--- config.mk ---
export PLATFORM = sky130hd
export DESIGN_NAME = uart_tx_fifo
export DESIGN_NICKNAME = d
export VERILOG_FILES = /design/src/rtl/uart_tx_fifo.sv
export SDC_FILE = /design/constraint.sdc
export NUM_CORES = 1
export LEC_CHECK = 0
export CORE_ASPECT_RATIO = 1.4
export CORE_MARGIN = 5
export CORE_UTILIZATION = 45
export DETAILED_ROUTE_END_ITERATION = 10
export HOLD_SLACK_MARGIN = 0.02
export PLACE_DENSITY_LB_ADDON = 0.08
export SETUP_SLACK_MARGIN = 0.02
export SLEW_MARGIN = 0
export SYNTH_ARGS = -nofsm -noshare
export SYNTH_HDL_FRONTEND = slang
export SYNTH_SLANG_ARGS = --single-unit
--- constraint.sdc ---
create_clock -name clock -period 3.8 [get_ports clock]
set_input_delay 0.76 -clock clock [delete_from_list [all_inputs] [get_ports clock]]
set_output_delay 0.76 -clock clock [all_outputs]
set_load 0.02 [all_outputs]
--- src/rtl/uart_tx_fifo.sv ---
// Buffered UART transmit front-end: IO-bus byte FIFO draining into uart_tx via DV/Active/Done.
// Optional registered low-watermark interrupt built when UART_TX_FIFO_IRQ_EN is defined.
module uart_tx_fifo #(
  parameter int unsigned DEPTH         = 16,
  parameter logic [31:0] BASE_ADDR     = 32'h4000_0000,
  parameter int unsigned IRQ_THRESHOLD = 2
) (
  input  logic        clock,
  input  logic        resetActiveLow,
  input  logic        ioWriteValid,
  input  logic [31:0] ioWriteAddress,
  input  logic [31:0] ioWriteData,
  input  logic [31:0] ioReadAddress,
  output logic [31:0] ioReadData,
  output logic        txDataValid,
  output logic [7:0]  txByte,
  input  logic        txActive,
  input  logic        txDone,
  output logic        fifoFull,
  output logic        fifoEmpty,
  output logic        txIrq
);

  localparam int unsigned AW = $clog2(DEPTH);
  localparam int unsigned CW = AW + 1;

  typedef enum logic [1:0] {StIdle, StLoad, StWaitStart, StWaitDone} state_e;

  state_e          state_q, state_d;
  logic [AW-1:0]   wr_ptr_q, wr_ptr_d, rd_ptr_q, rd_ptr_d;
  logic [CW-1:0]   count_q, count_d;
  logic            overflow_q, overflow_d;
  logic            irq_en_q, irq_en_d;
  logic [7:0]      tx_byte_q;
  logic [7:0]      mem_q [DEPTH];

  logic            push_req, push, pop, ctrl_wr, flush;
  logic            unused_wdata;

  assign unused_wdata = ^ioWriteData[31:8];

  assign fifoFull  = (count_q == CW'(DEPTH));
  assign fifoEmpty = (count_q == '0);

  assign push_req = ioWriteValid && (ioWriteAddress == BASE_ADDR);
  assign push     = push_req && !fifoFull;
  assign ctrl_wr  = ioWriteValid && (ioWriteAddress == BASE_ADDR + 32'd8);
  assign flush    = ctrl_wr && ioWriteData[0];

  assign txDataValid = (state_q == StLoad);
  assign txByte      = tx_byte_q;

  // A flush suppresses the pop, so the FSM simply stays in idle that cycle.
  always_comb begin
    state_d = state_q;
    pop     = 1'b0;
    case (state_q)
      StIdle: begin
        if (!fifoEmpty && !txActive && !flush) begin
          pop     = 1'b1;
          state_d = StLoad;
        end
      end
      StLoad:      state_d = StWaitStart;
      StWaitStart: if (txActive || txDone) state_d = StWaitDone;
      StWaitDone:  if (txDone || !txActive) state_d = StIdle;
      default:     state_d = StIdle;
    endcase
  end

  always_comb begin
    wr_ptr_d   = wr_ptr_q;
    rd_ptr_d   = rd_ptr_q;
    count_d    = count_q;
    overflow_d = overflow_q;
    irq_en_d   = irq_en_q;
    if (push) wr_ptr_d = wr_ptr_q + 1'b1;
    if (pop)  rd_ptr_d = rd_ptr_q + 1'b1;
    case ({push, pop})
      2'b10:   count_d = count_q + 1'b1;
      2'b01:   count_d = count_q - 1'b1;
      default: count_d = count_q;
    endcase
    if (flush) begin
      wr_ptr_d = '0;
      rd_ptr_d = '0;
      count_d  = '0;
    end
    // Fullness is judged on the registered count, so a same-cycle pop does not rescue a push.
    if (push_req && fifoFull)       overflow_d = 1'b1;
    if (ctrl_wr && ioWriteData[1])  overflow_d = 1'b0;
    if (ctrl_wr)                    irq_en_d   = ioWriteData[2];
  end

  always_ff @(posedge clock or negedge resetActiveLow) begin
    if (!resetActiveLow) begin
      state_q    <= StIdle;
      wr_ptr_q   <= '0;
      rd_ptr_q   <= '0;
      count_q    <= '0;
      overflow_q <= 1'b0;
      irq_en_q   <= 1'b0;
      tx_byte_q  <= 8'h00;
    end else begin
      state_q    <= state_d;
      wr_ptr_q   <= wr_ptr_d;
      rd_ptr_q   <= rd_ptr_d;
      count_q    <= count_d;
      overflow_q <= overflow_d;
      irq_en_q   <= irq_en_d;
      if (pop) tx_byte_q <= mem_q[rd_ptr_q];
    end
  end

  // Storage needs no reset; the pointers define which entries are live.
  always_ff @(posedge clock) begin
    if (push) mem_q[wr_ptr_q] <= ioWriteData[7:0];
  end

  always_comb begin
    ioReadData = '0;
    if (ioReadAddress == BASE_ADDR + 32'd4) begin
      ioReadData[0]    = fifoFull;
      ioReadData[1]    = fifoEmpty;
      ioReadData[2]    = txActive;
      ioReadData[3]    = overflow_q;
      ioReadData[4]    = (state_q != StIdle);
      ioReadData[15:8] = 8'(count_q);
    end else if (ioReadAddress == BASE_ADDR + 32'd8) begin
      ioReadData[2] = irq_en_q;
    end
  end

`ifdef UART_TX_FIFO_IRQ_EN
  logic irq_q;
  always_ff @(posedge clock or negedge resetActiveLow) begin
    if (!resetActiveLow) begin
      irq_q <= 1'b0;
    end else begin
      irq_q <= irq_en_q && (32'(count_q) <= IRQ_THRESHOLD) && !overflow_q;
    end
  end
  assign txIrq = irq_q;
`else
  assign txIrq = 1'b0;
`endif

endmodule

==> results of run 1 <==
-- flip-flops by register name (all words and copies together), names as in the netlist --
signal      flops
count_q         5
irq_en_q        1
mem_q         128
overflow_q      1
rd_ptr_q        4
state_q         2
txByte          8
wr_ptr_q        4
-- power by group through the flow --
stage,registers (mW),logic [mW],clock network [mW]
after floorplan,1.89,0.0586,0
after global placement,1.87,0.198,0
after detailed placement,1.88,0.202,0
after CTS,1.84,0.203,1.81
after global routing,1.84,0.216,1.90
final,1.84,0.202,1.78
-- final cells by class --
class | count | area (µm²) | share of cell area
Clock buffer | 18 | 429 | 0.0491
Clock inverter | 13 | 201 | 0.0230
Inverter | 13 | 48.8 | 0.00558
Multi-Input combinational cell | 233 | 2150 | 0.246
Sequential cell | 153 | 4470 | 0.512
Tap cell | 192 | 240 | 0.0275
Timing Repair Buffer | 125 | 1200 | 0.137
-- cell usage after synthesis (5+ instances only) --
cell / number / area share
sky130_fd_sc_hd__nor4_2: 8 / 0.015
sky130_fd_sc_hd__dfrtp_1: 25 / 0.092
sky130_fd_sc_hd__nand3_1: 5 / 0.0037
sky130_fd_sc_hd__inv_1: 13 / 0.0071
sky130_fd_sc_hd__xnor2_1: 5 / 0.0064
sky130_fd_sc_hd__mux2i_1: 9 / 0.013
sky130_fd_sc_hd__nor4_1: 12 / 0.011
sky130_fd_sc_hd__and2_1: 13 / 0.012
sky130_fd_sc_hd__a21oi_1: 11 / 0.0081
sky130_fd_sc_hd__nand2_1: 12 / 0.0066
sky130_fd_sc_hd__or3_1: 5 / 0.0046
sky130_fd_sc_hd__mux2_2: 8 / 0.013
sky130_fd_sc_hd__edfxtp_1: 128 / 0.56
sky130_fd_sc_hd__clkbuf_1: 10 / 0.0055
sky130_fd_sc_hd__nor3_1: 5 / 0.0037
sky130_fd_sc_hd__mux4_2: 34 / 0.11
sky130_fd_sc_hd__nor2_1: 26 / 0.014
sky130_fd_sc_hd__ha_1: 11 / 0.020
sky130_fd_sc_hd__buf_4: 26 / 0.029
-- final timing paths --
kind | end | cells after the start | slack [ps]
max in group asynchronous | wr_ptr_q[2]$_DFFE_PN0P_ | 2 | 2240
min in group asynchronous | txByte[1]$_DFFE_PN0P_ | 1 | 890
setup / recovery | ioReadData[9] | 7 | 150
setup reg to reg | count_q[4]$_DFFE_PN0P_ | 12 | 970
hold reg to reg | txByte[1]$_DFFE_PN0P_ | 1 | 510
hold / removal | txByte[1]$_DFFE_PN0P_ | 1 | 510
-- stage by stage --
stage	cells	power (mW)	instance area, µm²
2_1_floorplan	439	1.95	6920
3_3_place_gp	716	2.07	8110
3_5_place_dp	716	2.08	8110
4_1_cts	747	3.86	8740
5_1_grt	747	3.96	8740
6_report	747	3.83	8740
-- critical path, stage by stage --
cell and delay, ps:
sky130_fd_sc_hd__clkdlybuf4s50_1 400, sky130_fd_sc_hd__nor4b_1 330, sky130_fd_sc_hd__nand4_1 180, sky130_fd_sc_hd__nor4_1 260, sky130_fd_sc_hd__buf_4 210, sky130_fd_sc_hd__and2_1 140, sky130_fd_sc_hd__clkdlybuf4s50_1 610
-- kinds of logic after synthesis --
family / synth area share
flip-flops: 0.654
XOR/XNOR: 0.0103
buffers and inverters: 0.0460
other: 0.000549
multiplexers: 0.138
AO/OA/AOI/OAI: 0.0390
adder cells (fa/ha/maj): 0.0201
AND/OR/NAND/NOR: 0.0917
-- per-layer routing --
| metal | wire (µm) | global-route usage | up-vias | part of all wire |
|---|---|---|---|---|
| met3 | 689 | 0.0400 | 13 | 0.047 |
| met1 | 5590 | 0.209 | 2014 | 0.38 |
| met5 | 0 | 0 | - | 0 |
| met4 | 193 | 0.0441 | 0 | 0.013 |
| li1 | - | - | 1836 | - |
| met2 | 8280 | 0.319 | 123 | 0.56 |
==> implementation parameters, run 1 <==
Parameter                              Value

Critical path
  Critical path class ... in -> out
  Reg-to-Reg Start ... state_q[0]$_DFFE_PN0P_
  Endpoint type of the worst setup path ... output port
  WP data arrival ... 2890 ps
  Startpoint type of the worst setup path ... primary input
  Critical Path Fanout Max ... 9
  Critical path launch point ... ioReadAddress[25]
  Endpoint required time on the critical path ... 3040 ps

Floorplanning
  Initial standard-cell utilization of the core ... 0.456
  Die Wd ... 114 µm
  Row cnt ... 53
  Y dimension of the die ... 156 µm
  Top-Level Pins ... 145
  Placeable core region ... 15000 µm²
  Area of the die ... 17800 µm²

Timing
  Setup-failing EPs final ... 0
  Final number of hold-violating endpoints ... 0
  Least-Margin Pin Slew ... 968 ps
  Setup TNS ... 0 ps
  Smallest hold slack ... 508 ps
  Max transition margin ... 0.353
  Max Fclk ... 274 MHz
  Max Transition Viols Final ... 0
  Clock Skews ... 8.96 ps
  Fin crit period ... 3650 ps
  Tcrit/Tclk final ... 0.961
  Unrepaired setup endpoints after global routing ... false
  Min setup slack post-route ... 150 ps

Synth
  Synth Area per Inst ... 16.4 µm²
  Synth async-reset ratio ... 0.163
  Synthesis Warnings ... 0
  Cell area after synthesis ... 6830 µm²
  Gate Count Post-Synth ... 417
  Distinct cell type count of the synthesized netlist ... 46
  Sequential fraction of the synthesis area ... 0.654
  Most frequently used flop master after synthesis ... sky130_fd_sc_hd__edfxtp_1
  Number of flops mapped to enable cells by yosys ... 128
  Register bit count reported by yosys ... 153

Power
  Maximum VDD drop ... 0.000223 V
  Cell leakage power ... 3.09 nW
  Switching portion of total power ... 0.189
  Relative contribution of the clock network to total power ... 0.466
  Pwr Density ... 438 nW/µm²
  Fraction of power consumed by combinational cells ... 0.053
  Total internal power ... 3.10 mW
  P_sw ... 724 µW
  Proportion of power drawn by flip-flops and latches ... 0.481

Final layout
  N_diodes ... 0
  Share of the core filled with cells in the final layout ... 0.583
  Leading cell type in the layout, fill and taps excluded ... sky130_fd_sc_hd__edfxtp_1
  Fill cell instance count of the final layout ... 1201
  Share of final-layout standard cells stronger than drive strength 1 ... 0.220
  Commonest cells after routing, fill and taps aside ... sky130_fd_sc_hd__edfxtp_1 (128), sky130_fd_sc_hd__clkdlybuf4s50_1 (95), sky130_fd_sc_hd__mux4_2 (34), sky130_fd_sc_hd__buf_4 (27), sky130_fd_sc_hd__nor2_1 (26)
  Area overhead of the layout relative to synthesis ... 27.9%
  Final Net Count ... 655

Drt
  Number of search-and-repair iterations in the first detailed-routing pass ... 4
  Final wirelength ... 14700 µm
  DRC violation count after routing ... 0
  Number of antenna-violating nets in the routed design ... 0
  Via density per instance ... 5.34
  Vias ... 3986
  DR WL/cell ... 19.7 µm
  Number of DRC markers in iteration 0 ... 343

Placement
  Sum of net half-perimeters after detailed placement ... 10700 µm
  Post-place setup slack ... 139 ps
  RePlAce Congestion ... 0.792
  Port Buf Inserts ... 97

Status
  Result of the run ... complete, no violations

Run
  Count of maximum capacitance violations ... 0

Clock network
  Clk_lat worst skew ... 410 ps
  Htree depth ... 4
  Clock Root Buffer ... sky130_fd_sc_hd__clkbuf_16
  TritonCTS Buffers ... 17
  Number of sinks driven by the clock tree ... 153
  CTS Buffer Depth ... 2
  Number of buffers added for setup after CTS ... 0
  CTS tree ... done
  Hold buffers post-CTS ... 0
  Number of resized instances in the post-cts repair step ... 0
  Clock-pin slew on the worst setup and hold paths ... 60 ps

Global route
  Number of antenna violations at the first check in global routing ... 0
  Total Routing Usage GR ... 0.175
  Wire length of the first global-routing pass ... 23500 µm
  Residual overflow from global routing ... 0
  Largest net degree at the start of global routing ... 37
  Vias in the first global route ... 4251

Min path
  Hold path startpoint ... txByte[1]$_DFFE_PN0P_
  Path type of the worst min-delay path ... reg -> reg
Note: power is estimated with default switching activity, not from simulation.
==> inputs of run 2 (changes only) <==
--- a/config.mk
+++ b/config.mk
@@ -10,7 +10,7 @@
 export CORE_UTILIZATION = 45
 export DETAILED_ROUTE_END_ITERATION = 10
 export HOLD_SLACK_MARGIN = 0.02
-export PLACE_DENSITY_LB_ADDON = 0.08
+export PLACE_DENSITY = 0.77
 export SETUP_SLACK_MARGIN = 0.02
 export SLEW_MARGIN = 0
 export SYNTH_ARGS = -nofsm -noshare
==> run 2 against run 1 <==
Compared with the run above: register-to-register slack worse by 90 ps; non-clock buffer count down 1; largest cell class unchanged; cell area decreased by 0.52%; critical path depth is the same; cell count is the same; combinational power about the same; core utilization is 0.30 points lower; critical endpoint is now ioReadData[0]; worst setup slack better by 56 ps; sequential share of layout area grew 0.26 points; die area stayed put; via count increased by 2.8%; highest routed layer unchanged; total power is 2.8% lower.
==> implementation parameters, run 2 (synthesis results as in run 1) <==
Parameter                              Value

Final layout
  Final standard cell area without fillers ... 8700 µm²
  Commonest cells after routing, fill and taps aside ... sky130_fd_sc_hd__edfxtp_1 (128), sky130_fd_sc_hd__clkdlybuf4s50_1 (90), sky130_fd_sc_hd__mux4_2 (34), sky130_fd_sc_hd__buf_4 (27), sky130_fd_sc_hd__nor2_1 (26)
  Share of the core filled with cells in the final layout ... 0.580
  Count of placed standard cells in the final layout, fillers left out ... 747
  Area overhead of the layout relative to synthesis ... 27.3%
  Final Net Count ... 654
  Flip-flop count of the largest register after layout ... 128
  Leading cell type in the layout, fill and taps excluded ... sky130_fd_sc_hd__edfxtp_1
  Register with the most flip-flops ... mem_q
  Share of final-layout standard cells stronger than drive strength 1 ... 0.220
  N_diodes ... 0

Power
  Maximum VDD drop ... 0.000251 V
  P_sw ... 749 µW
  Fraction of power consumed by combinational cells ... 0.054
  Total internal power ... 2.97 mW
  Proportion of power drawn by flip-flops and latches ... 0.495
  Relative contribution of the clock network to total power ... 0.451
  Switching portion of total power ... 0.201
  Pwr Density ... 427 nW/µm²
  Power, Total ... 3.72 mW
  Cell leakage power ... 3.17 nW

Critical path
  Critical Path Fanout Max ... 9
  Number of buffer and inverter stages on the critical path ... 3
  WP data arrival ... 2830 ps
  Largest incremental delay on the critical path ... 600 ps
  Cell at the slowest stage of the critical path ... sky130_fd_sc_hd__clkdlybuf4s50_1
  Cell type group with the largest total delay on the critical path ... buffers and inverters
  Endpoint required time on the critical path ... 3040 ps
  Endpoint type of the worst setup path ... output port
  Most repeated library cell on the critical path ... sky130_fd_sc_hd__clkdlybuf4s50_1
  Critical path class ... in -> out
  Startpoint type of the worst setup path ... primary input
  Crit path cell chain ... clkdlybuf4s50_1 -> nor4_1 -> nand4_1 -> nor4_2 -> buf_4 -> and2_1 -> clkdlybuf4s50_1

Global route
  Total Routing Usage GR ... 0.174
  Wire length of the first global-routing pass ... 23200 µm
  Number of antenna violations at the first check in global routing ... 0
  Largest net degree at the start of global routing ... 37
  Vias in the first global route ... 4477
  Residual overflow from global routing ... 0

Placement
  Port Buf Inserts ... 97
  Cell Area, Placed ... 8070 µm²
  Number of instances in the placed design ... 715
  Post-place setup slack ... 108 ps
  Sum of net half-perimeters after detailed placement ... 10300 µm
  RePlAce Congestion ... 0.830

Floorplanning
  Placeable core region ... 15000 µm²
  Die Wd ... 114 µm
  Top-Level Pins ... 145
  Area of the die ... 17800 µm²
  Y dimension of the die ... 156 µm
  Initial standard-cell utilization of the core ... 0.456
  Row cnt ... 53

Timing
  Setup-failing EPs final ... 0
  Least-Margin Pin Slew ... 1110 ps
  Max Fclk ... 278 MHz
  Clock Skews ... 13.2 ps
  Min setup slack post-route ... 205 ps
  Tcrit/Tclk final ... 0.946
  Final number of hold-violating endpoints ... 0
  Max Transition Viols Final ... 0
  Max transition margin ... 0.256
  Fin crit period ... 3590 ps
  Unrepaired setup endpoints after global routing ... false
  Setup TNS ... 0 ps
  Smallest hold slack ... 508 ps

Clock network
  Htree depth ... 4
  Number of sinks driven by the clock tree ... 153
  CTS tree ... done
  CTS Buffer Depth ... 2
  Clk_lat worst skew ... 410 ps
  TritonCTS Buffers ... 17
  Clock-pin slew on the worst setup and hold paths ... 60 ps
  Hold buffers post-CTS ... 0
  Clock Root Buffer ... sky130_fd_sc_hd__clkbuf_16

Drt
  Vias ... 4098
  Via density per instance ... 5.49
  Number of DRC markers in iteration 0 ... 247
  Final wirelength ... 14700 µm
  Number of search-and-repair iterations in the first detailed-routing pass ... 5
  DR WL/cell ... 19.6 µm
  DRC violation count after routing ... 0
  Number of antenna-violating nets in the routed design ... 0

Status
  Result of the run ... complete, no violations

Run
  Count of maximum capacitance violations ... 0

Min path
  Path type of the worst min-delay path ... reg -> reg
[run 2: changes by cell type in the layout (fill, tap and decap cells not counted), sizes merged]
| cell | delta |
|---|---|
| clkinvlp | -1 |
| inv | +1 |
| buf | -1 |
| bufinv | -3 |
| dlymetal6s2s | +5 |
| clkdlybuf4s50 | -5 |
| clkinv | +2 |
| clkbuf | +2 |
[run 2: layout make-up]
class                           count  area, µm²
Clock buffer                       20        467
Clock inverter                     12        139
Fill cell                        1136       6290
Inverter                           13       48.8
Multi-Input combinational cell    233       2140
Sequential cell                   153       4470
Tap cell                          192        240
Timing Repair Buffer              124       1190
[run 2: worst reg2reg max path, cell delays in order (launching register included)]
cell	delay, ps
sky130_fd_sc_hd__dfrtp_1	420
sky130_fd_sc_hd__inv_1	100
sky130_fd_sc_hd__ha_1	220
sky130_fd_sc_hd__nor2b_1	250
sky130_fd_sc_hd__a21bo_1	340
sky130_fd_sc_hd__nor2_1	200
sky130_fd_sc_hd__xor2_1	100
sky130_fd_sc_hd__ha_1	240
sky130_fd_sc_hd__or3_1	310
sky130_fd_sc_hd__a21oi_1	160
sky130_fd_sc_hd__or3_1	140
sky130_fd_sc_hd__a21oi_1	70
sky130_fd_sc_hd__o31a_1	250
[run 2: worst paths after layout]
| kind | startpoint | endpoint | slack, ps | cells past startpoint |
|---|---|---|---|---|
| setup / recovery | ioReadAddress[0] | ioReadData[0] | 210 | 7 |
| hold / removal | txByte[5]$_DFFE_PN0P_ | txByte[5]$_DFFE_PN0P_ | 510 | 1 |
| setup reg to reg | state_q[0]$_DFFE_PN0P_ | count_q[4]$_DFFE_PN0P_ | 880 | 12 |
| hold reg to reg | txByte[5]$_DFFE_PN0P_ | txByte[5]$_DFFE_PN0P_ | 510 | 1 |
| max in group asynchronous | resetActiveLow | rd_ptr_q[0]$_DFFE_PN0P_ | 2140 | 1 |
| min in group asynchronous | resetActiveLow | count_q[3]$_DFFE_PN0P_ | 930 | 1 |
[run 2: power groups by stage]
stage               Combinational [mW]  Clock [mW]  Sequential [mW]
floorplan                       0.0586           0             1.89
global placement                 0.197           0             1.88
detailed placement               0.201           0             1.88
CTS                              0.202        1.69             1.84
global route                     0.213        1.78             1.84
finish                           0.200        1.67             1.84
[run 2: repair_timing]
action / 4_1_cts / 5_1_grt
endpoints found under the setup margin: 0 / 8
setup buffers: 0 / 0
resized for setup: 0 / 8
[run 2: routing by layer]
layer  vias to the layer above  global-route usage  part of all wire
met2                       188               0.328              0.56
met1                      2050               0.188              0.36
met3                        18              0.0400             0.065
met5                         -                   0                 0
met4                         0              0.0617             0.014
li1                       1842                   -                 -
